<file path="src/rtl/bg_pkg.sv">
// Purpose: shared frame geometry, FSM state encoding and address helpers for the background writer.
// Latency: n/a (declarations and a pure function only).
// Backpressure: n/a.
package bg_pkg;

    localparam int IMAGE_WIDTH  = 640;
    localparam int IMAGE_HEIGHT = 480;
    localparam int ADDR_W       = 19;
    localparam int COORD_W      = 10;

    typedef enum logic [1:0] {
        ST_IDLE   = 2'd0,
        ST_FILL   = 2'd1,
        ST_STREAM = 2'd2,
        ST_DONE   = 2'd3
    } state_t;

    // y * stride built as a shift-add over the set bits of stride. With a
    // constant stride this folds to a handful of adders, so only the first
    // row base of a command is computed this way; later rows are accumulated.
    function automatic logic [ADDR_W-1:0] row_base(input logic [COORD_W-1:0] y,
                                                   input int                 stride);
        logic [ADDR_W-1:0] acc;
        acc = '0;
        for (int i = 0; i < ADDR_W; i++) begin
            if (stride[i]) begin
                acc = acc + (ADDR_W'(y) << i);
            end
        end
        return acc;
    endfunction

endpackage

</file>
<file path="src/rtl/bg_addr_gen.sv">
// Purpose: raster column/row counters plus incremental RAM address accumulator.
// Latency: addr/last reflect the current pixel; a step advances them on the next edge.
// Backpressure: advances only on step; holds on the final pixel, never wraps.
//
// Ports: Clk/Reset_n; load latches x0/y0/w/h (w,h must be non-zero);
//        step advances one pixel in raster order; addr is the current
//        pixel address, last flags the bottom-right pixel of the rectangle.
module bg_addr_gen
    import bg_pkg::*;
#(
    parameter int LINE_W = IMAGE_WIDTH
) (
    input  logic               Clk,
    input  logic               Reset_n,
    input  logic               load,
    input  logic               step,
    input  logic [COORD_W-1:0] x0,
    input  logic [COORD_W-1:0] y0,
    input  logic [COORD_W-1:0] w,
    input  logic [COORD_W-1:0] h,
    output logic [ADDR_W-1:0]  addr,
    output logic               last
);

    logic [COORD_W-1:0] r_col;
    logic [COORD_W-1:0] r_row;
    logic [COORD_W-1:0] r_col_end;
    logic [COORD_W-1:0] r_row_end;
    logic [ADDR_W-1:0]  r_row_start;
    logic [ADDR_W-1:0]  r_addr;
    logic [ADDR_W-1:0]  w_start;
    logic [ADDR_W-1:0]  w_next_row;

    assign w_start    = row_base(y0, LINE_W) + ADDR_W'(x0);
    assign w_next_row = r_row_start + ADDR_W'(LINE_W);
    assign last       = (r_col == r_col_end) && (r_row == r_row_end);
    assign addr       = r_addr;

    always_ff @(posedge Clk or negedge Reset_n) begin
        if (!Reset_n) begin
            r_col       <= '0;
            r_row       <= '0;
            r_col_end   <= '0;
            r_row_end   <= '0;
            r_row_start <= '0;
            r_addr      <= '0;
        end else if (load) begin
            r_col       <= '0;
            r_row       <= '0;
            r_col_end   <= w - COORD_W'(1);
            r_row_end   <= h - COORD_W'(1);
            r_row_start <= w_start;
            r_addr      <= w_start;
        end else if (step && !last) begin
            if (r_col == r_col_end) begin
                // End of a row: restart at the column origin one line down.
                r_col       <= '0;
                r_row       <= r_row + COORD_W'(1);
                r_row_start <= w_next_row;
                r_addr      <= w_next_row;
            end else begin
                r_col  <= r_col + COORD_W'(1);
                r_addr <= r_addr + ADDR_W'(1);
            end
        end
    end

endmodule

</file>
<file path="src/rtl/background_writer.sv">
// Purpose: writes a rectangle of the frame buffer, either a solid fill colour or a pixel stream.
// Latency: each fill step / accepted pixel appears on wr_* exactly 1 cycle later.
// Backpressure: pix_ready is high for the whole STREAM state; fill never stalls.
//
// Ports: Clk/Reset_n; cmd_start+cmd_fill+rect_*+fill_color issue a command
//        in IDLE; pix_valid/pix_ready/pix_data stream pixels; abort cancels;
//        wr_addr/wr_data/wr_we drive the RAM; busy/done/err report status.
module background_writer #(
    parameter int IMAGE_WIDTH  = bg_pkg::IMAGE_WIDTH,
    parameter int IMAGE_HEIGHT = bg_pkg::IMAGE_HEIGHT,
    parameter int PIX_W        = 24
) (
    input  logic                      Clk,
    input  logic                      Reset_n,
    input  logic                      cmd_start,
    input  logic                      cmd_fill,
    input  logic [9:0]                rect_x,
    input  logic [9:0]                rect_y,
    input  logic [9:0]                rect_w,
    input  logic [9:0]                rect_h,
    input  logic [PIX_W-1:0]          fill_color,
    input  logic                      pix_valid,
    output logic                      pix_ready,
    input  logic [PIX_W-1:0]          pix_data,
    input  logic                      abort,
    output logic [bg_pkg::ADDR_W-1:0] wr_addr,
    output logic [PIX_W-1:0]          wr_data,
    output logic                      wr_we,
    output logic                      busy,
    output logic                      done,
    output logic                      err
);

    bg_pkg::state_t              r_state;
    logic [PIX_W-1:0]            r_color;
    logic                        r_err;
    logic                        r_we;
    logic [bg_pkg::ADDR_W-1:0]   r_wr_addr;
    logic [PIX_W-1:0]            r_wr_data;

    logic                        w_reject;
    logic                        w_empty;
    logic                        w_load;
    logic                        w_step;
    logic                        w_last;
    logic [bg_pkg::ADDR_W-1:0]   w_gen_addr;

    // Extents are checked in full integer width so x+w cannot overflow.
    assign w_reject = (int'(rect_x) + int'(rect_w) > IMAGE_WIDTH) ||
                      (int'(rect_y) + int'(rect_h) > IMAGE_HEIGHT);
    assign w_empty  = (rect_w == '0) || (rect_h == '0);
    assign w_load   = (r_state == bg_pkg::ST_IDLE) && cmd_start && !w_reject && !w_empty;
    assign w_step   = (r_state == bg_pkg::ST_FILL) ||
                      ((r_state == bg_pkg::ST_STREAM) && pix_valid);

    assign pix_ready = (r_state == bg_pkg::ST_STREAM);
    assign busy      = (r_state == bg_pkg::ST_FILL) || (r_state == bg_pkg::ST_STREAM);
    assign done      = (r_state == bg_pkg::ST_DONE);
    assign err       = r_err;
    assign wr_we     = r_we;
    assign wr_addr   = r_wr_addr;
    assign wr_data   = r_wr_data;

    bg_addr_gen #(
        .LINE_W (IMAGE_WIDTH)
    ) u_addr_gen (
        .Clk     (Clk),
        .Reset_n (Reset_n),
        .load    (w_load),
        .step    (w_step),
        .x0      (rect_x),
        .y0      (rect_y),
        .w       (rect_w),
        .h       (rect_h),
        .addr    (w_gen_addr),
        .last    (w_last)
    );

    always_ff @(posedge Clk or negedge Reset_n) begin
        if (!Reset_n) begin
            r_state <= bg_pkg::ST_IDLE;
            r_color <= '0;
            r_err   <= 1'b0;
        end else begin
            r_err <= (r_state == bg_pkg::ST_IDLE) && cmd_start && w_reject;
            case (r_state)
                bg_pkg::ST_IDLE: begin
                    if (cmd_start && !w_reject) begin
                        r_color <= fill_color;
                        if (w_empty) begin
                            r_state <= bg_pkg::ST_DONE;
                        end else if (cmd_fill) begin
                            r_state <= bg_pkg::ST_FILL;
                        end else begin
                            r_state <= bg_pkg::ST_STREAM;
                        end
                    end
                end
                bg_pkg::ST_FILL, bg_pkg::ST_STREAM: begin
                    // Abort wins over completion; the step taken this cycle
                    // is still registered below, so its write goes out.
                    if (abort) begin
                        r_state <= bg_pkg::ST_IDLE;
                    end else if (w_step && w_last) begin
                        r_state <= bg_pkg::ST_DONE;
                    end
                end
                bg_pkg::ST_DONE: r_state <= bg_pkg::ST_IDLE;
                default:         r_state <= bg_pkg::ST_IDLE;
            endcase
        end
    end

    always_ff @(posedge Clk or negedge Reset_n) begin
        if (!Reset_n) begin
            r_we      <= 1'b0;
            r_wr_addr <= '0;
            r_wr_data <= '0;
        end else begin
            r_we <= w_step;
            if (w_step) begin
                r_wr_addr <= w_gen_addr;
                r_wr_data <= (r_state == bg_pkg::ST_FILL) ? r_color : pix_data;
            end
        end
    end

endmodule

</file>
<file path="config.mk">
export PLATFORM = sky130hd
export DESIGN_NAME = background_writer
export DESIGN_NICKNAME = d
export VERILOG_FILES = /design/src/rtl/bg_pkg.sv /design/src/rtl/bg_addr_gen.sv /design/src/rtl/background_writer.sv
export SDC_FILE = /design/constraint.sdc
export NUM_CORES = 1
export LEC_CHECK = 0
export CELL_PAD_IN_SITES_DETAIL_PLACEMENT = 1
export CELL_PAD_IN_SITES_GLOBAL_PLACEMENT = 1
export CORE_UTILIZATION = 38
export DETAILED_ROUTE_END_ITERATION = 16
export PLACE_DENSITY_LB_ADDON = 0.1
export RECOVER_POWER = 25
export SETUP_SLACK_MARGIN = 0.15
export SLEW_MARGIN = 20
export SYNTH_ARGS = -nofsm -noshare
export SYNTH_HDL_FRONTEND = slang
export SYNTH_HIERARCHICAL = 1
export SYNTH_SLANG_ARGS = --single-unit
</file>
<file path="constraint.sdc">
create_clock -name Clk -period 2.6 [get_ports Clk]
set_clock_uncertainty 0.15 [all_clocks]
set_input_delay 0.26 -clock Clk [delete_from_list [all_inputs] [get_ports Clk]]
set_output_delay 0.26 -clock Clk [all_outputs]
set_load 0.005 [all_outputs]
</file>
==> results.json, run 1 <==
{
  "status": "finished, violations left",
  "violations": "negative setup slack",
  "period_share_pct": 130.0,
  "synth_top_area_cell": "dfrtp_1",
  "htreeDepth": 4,
  "clk_pin_slew_ns": 0.07,
  "layoutNonFillerInstCount": 1663,
  "tightest_slew_ns": 1.448,
  "use_met3_pct": 4.047,
  "slowest_delay_ns": 0.41,
  "die_x_um": 157.1,
  "synth_cell_types": 73,
  "busiest_layer": "met2",
  "grt_pass1_vias": 9353,
  "clock_path_buffers": 2,
  "finalWorstSetupSlack_ns": -0.7796,
  "synth-simple-area-share_pct": 17.95,
  "ir_worst_vdd_v": 0.0003874,
  "worstSkewPairLatency_ns": 0.44,
  "drive_above_1_share_pct": 34.75,
  "io_pins": 142,
  "p_per_area_nw_per_um2": 912.5,
  "drtIter0Drc": 586,
  "finalHoldViolCount": 0,
  "synth_xor_area_share_pct": 8.046,
  "grt_max_degree": 150,
  "synth_seq_area_share_pct": 40.78,
  "p_leak_nw": 6.551,
  "synthArstFlopShare_pct": 100.0,
  "synthFlopType": "dfrtp_1",
  "drc": 0,
  "dpl.hpwl_um": 21430,
  "num_antenna_cells": 0,
  "synth.area.mux_share_pct": 7.800,
  "grt_pass1_wl_um": 50450,
  "mostFrequentLayoutCells": "buf_4, dfrtp_1, nand2_1",
  "synth_edf_count": 0,
  "ant_nets": 0,
  "synthesis.area_um2": 9144,
  "whs_ns": 0.04803,
  "synth_cells": 973,
  "routed_via_density": 5.437,
  "grt_overflow": 0,
  "grt_use_met1_pct": 33.90,
  "root_buffer": "clkbuf_16",
  "chipHeight_um": 157.1,
  "clock.fmax_ghz": 0.2959,
  "grt.total_usage_pct": 26.48,
  "cts_tree": "built",
  "start_util_pct": 38.84,
  "synth_nets": 1121,
  "layout_commonest_cell": "buf_4",
  "grt_antenna_before_repair": 0,
  "crit_type": "in -> reg",
  "slowest_stage": "or3b_4",
  "finalWirelength_um": 35200,
  "period_needed_ns": 3.380,
  "crit_chain": "buf_8 -> ha_4 -> inv_2 -> fa_2 -> nand2b_4 -> a211oi_4 -> buf_4 -> a2111oi_2 -> or3b_4 -> nor4_4 -> nor3_4 -> nor3_4 -> and2_4 -> buf_12 -> nor2_4 -> a21oi_4 -> buf_12 -> buf_8 -> nand4_1 -> a21oi_2",
  "power_mw": 13.29,
  "crit_fanout": 7,
  "vias": 9041,
  "ys_top_cells_by_area": "dfrtp_1, ha_1, xnor2_1",
  "crit_required_ns": 2.80,
  "dp_slack_ns": -1.507,
  "worst_setup_path_end_kind": "register",
  "slew_viol_final": 0,
  "core_um2": 23540,
  "row_count": 56,
  "rsz0062_at_grt": "yes",
  "drtPass1Iterations": 5,
  "wl_per_cell_um": 21.17,
  "arrival_ns": 3.58,
  "synth_warnings": 6,
  "io_buffers": 141,
  "place_inst": 1574,
  "ys_ff_latch": 149,
  "start_kind": "input pin",
  "grtUsageMet2_pct": 46.03,
  "setup_viol": 104,
  "die_area_um2": 24690,
  "avgSynthCellArea_um2": 9.398,
  "nets": 1479,
  "synth_compound_area_share_pct": 13.86,
  "area_delta_synth_final_pct": 59.28,
  "synth_top_family_by_area": "simple AND/OR/NAND/NOR gates",
  "maxSlewHeadroom_pct": 3.464,
  "hold_path_class": "in -> reg",
  "routabilityCongestion": 0.8129,
  "yosysTopAreaCellShare_pct": 40.78,
  "synth_fa_ha_area_share_pct": 7.718,
  "cap_violations": 0,
  "cts_sinks": 149,
  "cts_inserted_buffers": 17
}
-- report_power, final --
group | switching (mW) | total [mW] | internal, mW
combinational | 3.14 | 6.51 | 3.37
clock | 1.15 | 2.61 | 1.46
sequential | 0.839 | 4.16 | 3.32
-- registers in the layout, summed over array words and instances, names as in the netlist --
signal	count
u_addr_gen/r_row_end	10
u_addr_gen/r_row	10
u_addr_gen/r_col_end	10
wr_addr	19
u_addr_gen/addr	19
wr_we	1
r_state	2
u_addr_gen/r_row_start	19
r_color	24
u_addr_gen/r_col	10
err	1
wr_data	24
-- synthesized netlist by cell type, types with 4 or more instances --
library cell  instances
clkbuf_1             27
o31ai_1               6
buf_1                 4
nand4_1              14
nor2_1               74
inv_1                43
a21o_1                8
o21a_1                4
nand2b_1             14
nand3_1              24
o21bai_1              6
or4_1                 5
nand2_1             130
and3_1               10
and2_1                4
a21boi_0              5
xor2_1               21
nor4_1               12
ha_1                 50
mux2_2               33
a211oi_1              8
dfrtp_1             149
xnor2_1              63
nor3b_1               4
a31oi_1               9
fa_1                  4
buf_2                 8
and4_1                6
mux2i_1              33
o21ai_0              60
a31o_2                5
a21oi_1              43
nor3_1               19
-- logic make-up (layout without fill, tap and decap cells) --
| family | count (synthesis) | in the layout |
|---|---|---|
| AOI/OAI and AO/OA | 197 | 197 |
| xor gates and xnor gates | 84 | 84 |
| adders and majority gates | 54 | 54 |
| buffers and inverters | 85 | 456 |
| DFF | 149 | 149 |
| muxes | 67 | 67 |
| and+or+nand+nor | 337 | 337 |
-- per-layer routing --
metal | vias up | wire length (um)
met5 | - | 0
met4 | 0 | 1146
met3 | 84 | 1340
met2 | 272 | 17680
met1 | 4527 | 15030
li1 | 4158 | -
-- what timing repair did --
item                                   CTS  global route
pin swaps                               61            49
buffers inserted                        29            22
gates resized for setup                205           112
cloned                                   4             1
hold buffers                             2             0
endpoints found under the hold margin  150             0
setup endpoints to repair              105           105
-- area by class of cell --
type,instances,area (um^2)
timing repair buffer,381,3611
clock buffer,17,425.4
clock inverter,15,183.9
tap,319,399.1
multi-input combinational,739,6055
sequential,149,3729
fill,2591,8979
inverter,43,161.4
-- worst max-delay path, delay by kind of cell --
| family | cells | cell delay, ns |
|---|---|---|
| adder cells (fa/ha/maj) | 2 | 0.47 |
| buffers and inverters | 6 | 0.68 |
| AO/OA/AOI/OAI | 4 | 0.70 |
| AND/OR/NAND/NOR | 8 | 1.45 |
-- stage by stage --
step	utilization, %	cell area, um^2	TNS, ns
after CTS	59.05	13900	-47.18
after floorplan	-	9389	-74.46
after detailed placement	52.43	12340	-136.35
after global routing	61.86	14560	-55.03
final	61.86	14560	-47.45
after global placement	52.43	12340	-123.82
-- final timing paths --
kind	from	to	slack (ns)	depth (start not counted)
setup reg to reg	r_state[1]	u_addr_gen/r_col[7]	-0.14	12
max in group asynchronous	Reset_n	u_addr_gen/r_row_start[17]	0.56	3
setup / recovery	rect_w[0]	u_addr_gen/r_col[7]	-0.78	20
hold reg to reg	wr_addr[13]	wr_addr[13]	0.31	2
min in group asynchronous	Reset_n	wr_addr[2]	0.71	3
hold / removal	rect_x[1]	u_addr_gen/addr[1]	0.05	4
No activity file was read; power rests on OpenSTA's default activity.
==> inputs of run 2 (changes only) <==
==> constraint.sdc (replaced) <==
create_clock -name Clk -period 2.9 [get_ports Clk]
set_clock_uncertainty 0.15 [all_clocks]
set_input_delay 0.29 -clock Clk [delete_from_list [all_inputs] [get_ports Clk]]
set_output_delay 0.29 -clock Clk [all_outputs]
set_load 0.005 [all_outputs]
==> results.json, run 2 (synthesis gave the netlist of run 1 again) <==
{
  "clock.fmax_ghz": 0.3127,
  "drtPass1Iterations": 4,
  "period_share_pct": 110.3,
  "whs_ns": 0.08093,
  "grt_antenna_before_repair": 0,
  "clock_path_buffers": 2,
  "die_x_um": 157.1,
  "p_leak_nw": 6.273,
  "ir_worst_vdd_v": 0.0003725,
  "crit_fanout": 7,
  "finalWorstSetupSlack_ns": -0.2980,
  "finalHoldViolCount": 0,
  "crit_required_ns": 3.11,
  "worst_setup_path_end_kind": "register",
  "root_buffer": "clkbuf_16",
  "grt_overflow": 0,
  "fillers": 2615,
  "chipHeight_um": 157.1,
  "start_kind": "input pin",
  "crit_type": "in -> reg",
  "layoutNonFillerInstCount": 1620,
  "io_buffers": 141,
  "hold_path_class": "in -> reg",
  "cts_sinks": 149,
  "slew_viol_final": 0,
  "layout_commonest_cell": "buf_4",
  "seq_area_um2": 3730,
  "regToRegStartpoint": "u_addr_gen/r_row[4]",
  "wl_per_cell_um": 19.32,
  "grt.total_usage_pct": 24.37,
  "io_pins": 142,
  "tightest_slew_ns": 1.203,
  "p_per_area_nw_per_um2": 798.7,
  "routabilityCongestion": 0.8104,
  "grt_pass1_vias": 8748,
  "rsz0062_at_grt": "yes",
  "area_delta_synth_final_pct": 52.76,
  "htreeDepth": 4,
  "clk_pin_slew_ns": 0.07,
  "place_area_um2": 12130,
  "place_inst": 1544,
  "cts_inserted_buffers": 17,
  "design_area_um2": 13970,
  "rr_worst_depth": 9,
  "cap_violations": 0,
  "status": "finished, violations left",
  "r2r_slack_ns": 0.12,
  "maxSlewHeadroom_pct": 19.79,
  "startpoint": "rect_y[0]",
  "vias": 8526,
  "final_core_util_pct": 59.33,
  "worstSkewPairLatency_ns": 0.44,
  "multi_input_area_um2": 5913,
  "row_count": 56,
  "drive_above_1_share_pct": 31.59,
  "finalWirelength_um": 31290,
  "hold_path_depth": 4,
  "arrival_ns": 3.41,
  "worstReg2RegEnd": "r_state[1]",
  "mostFrequentLayoutCells": "buf_4, dfrtp_1, nand2_1",
  "drtIter0Drc": 405,
  "ant_nets": 0,
  "grt_pass1_wl_um": 46450,
  "cp-endpoint": "u_addr_gen/r_col[2]",
  "grt_max_degree": 68,
  "nets": 1436,
  "dpl.hpwl_um": 21290,
  "core_um2": 23540,
  "start_util_pct": 38.84,
  "drc": 0,
  "setup_viol": 70,
  "violations": "negative setup slack",
  "num_antenna_cells": 0,
  "routed_via_density": 5.263,
  "cts_tree": "built",
  "period_needed_ns": 3.198,
  "die_area_um2": 24690
}
-- run 2: per-layer routing --
| layer | up-vias | share of wire [%] | global-route usage [%] |
|---|---|---|---|
| met3 | 36 | 2.9 | 3.744 |
| met5 | - | 0 | 0 |
| li1 | 4071 | - | - |
| met4 | 0 | 1.7 | 7.628 |
| met1 | 4261 | 45 | 31.79 |
| met2 | 158 | 50 | 41.38 |
-- run 2: through the flow --
step                power (mW)  setup slack [ns]  setup TNS (ns)
floorplan                6.273           -0.7278          -46.99
global placement         8.145            -1.096          -94.19
detailed placement       8.291            -1.166         -100.79
CTS                      10.79           -0.3758          -16.96
global route             11.88           -0.4324          -19.76
finish                   11.16           -0.2980          -9.064
-- run 2: layout make-up --
| type | count | area share [%] |
|---|---|---|
| clock inverters | 14 | 1.057 |
| multi-input cells | 739 | 42.33 |
| repair buffers | 338 | 22.81 |
| inverters | 43 | 1.173 |
| clock buffers | 18 | 3.072 |
| flip-flops and latches | 149 | 26.70 |
| well taps | 319 | 2.857 |
-- run 2: critical path, stage by stage --
cell and delay [ns]:
buf_4 0.10, ha_4 0.13, inv_2 0.03, fa_2 0.34, buf_6 0.13, xor2_2 0.14
nand3b_1 0.12, o31ai_2 0.28, nor4b_2 0.10, or3_4 0.39, nor3_4 0.18, and2_4 0.26
buf_12 0.12, nor2_4 0.04, a21oi_4 0.20, buf_12 0.15, buf_16 0.12, nand3b_1 0.11
a21oi_2 0.16
-- run 2: worst min-delay path by stage --
stage                     slack (ns)            endpoint      start
after floorplan                -0.16                 err    Reset_n
after global placement          0.11               wr_we    Reset_n
after detailed placement        0.11               wr_we    Reset_n
after CTS                       0.05  u_addr_gen/addr[0]  rect_x[0]
after global routing             0.1  u_addr_gen/addr[0]  rect_x[0]
final                           0.08  u_addr_gen/addr[0]  rect_x[0]
-- run 2: where the power goes --
part	internal [mW]	switching [mW]
sequential	2.98	0.743
combinational	2.73	2.52
clock	1.21	0.975
-- run 2: repair_timing --
action / in CTS / in global routing
hold endpoints to repair: 47 / 0
resized for setup: 102 / 161
endpoints found under the setup margin: 105 / 104
setup buffers: 16 / 21
hold buffers: 1 / 0
cloned: 4 / 2
pin swaps: 33 / 60
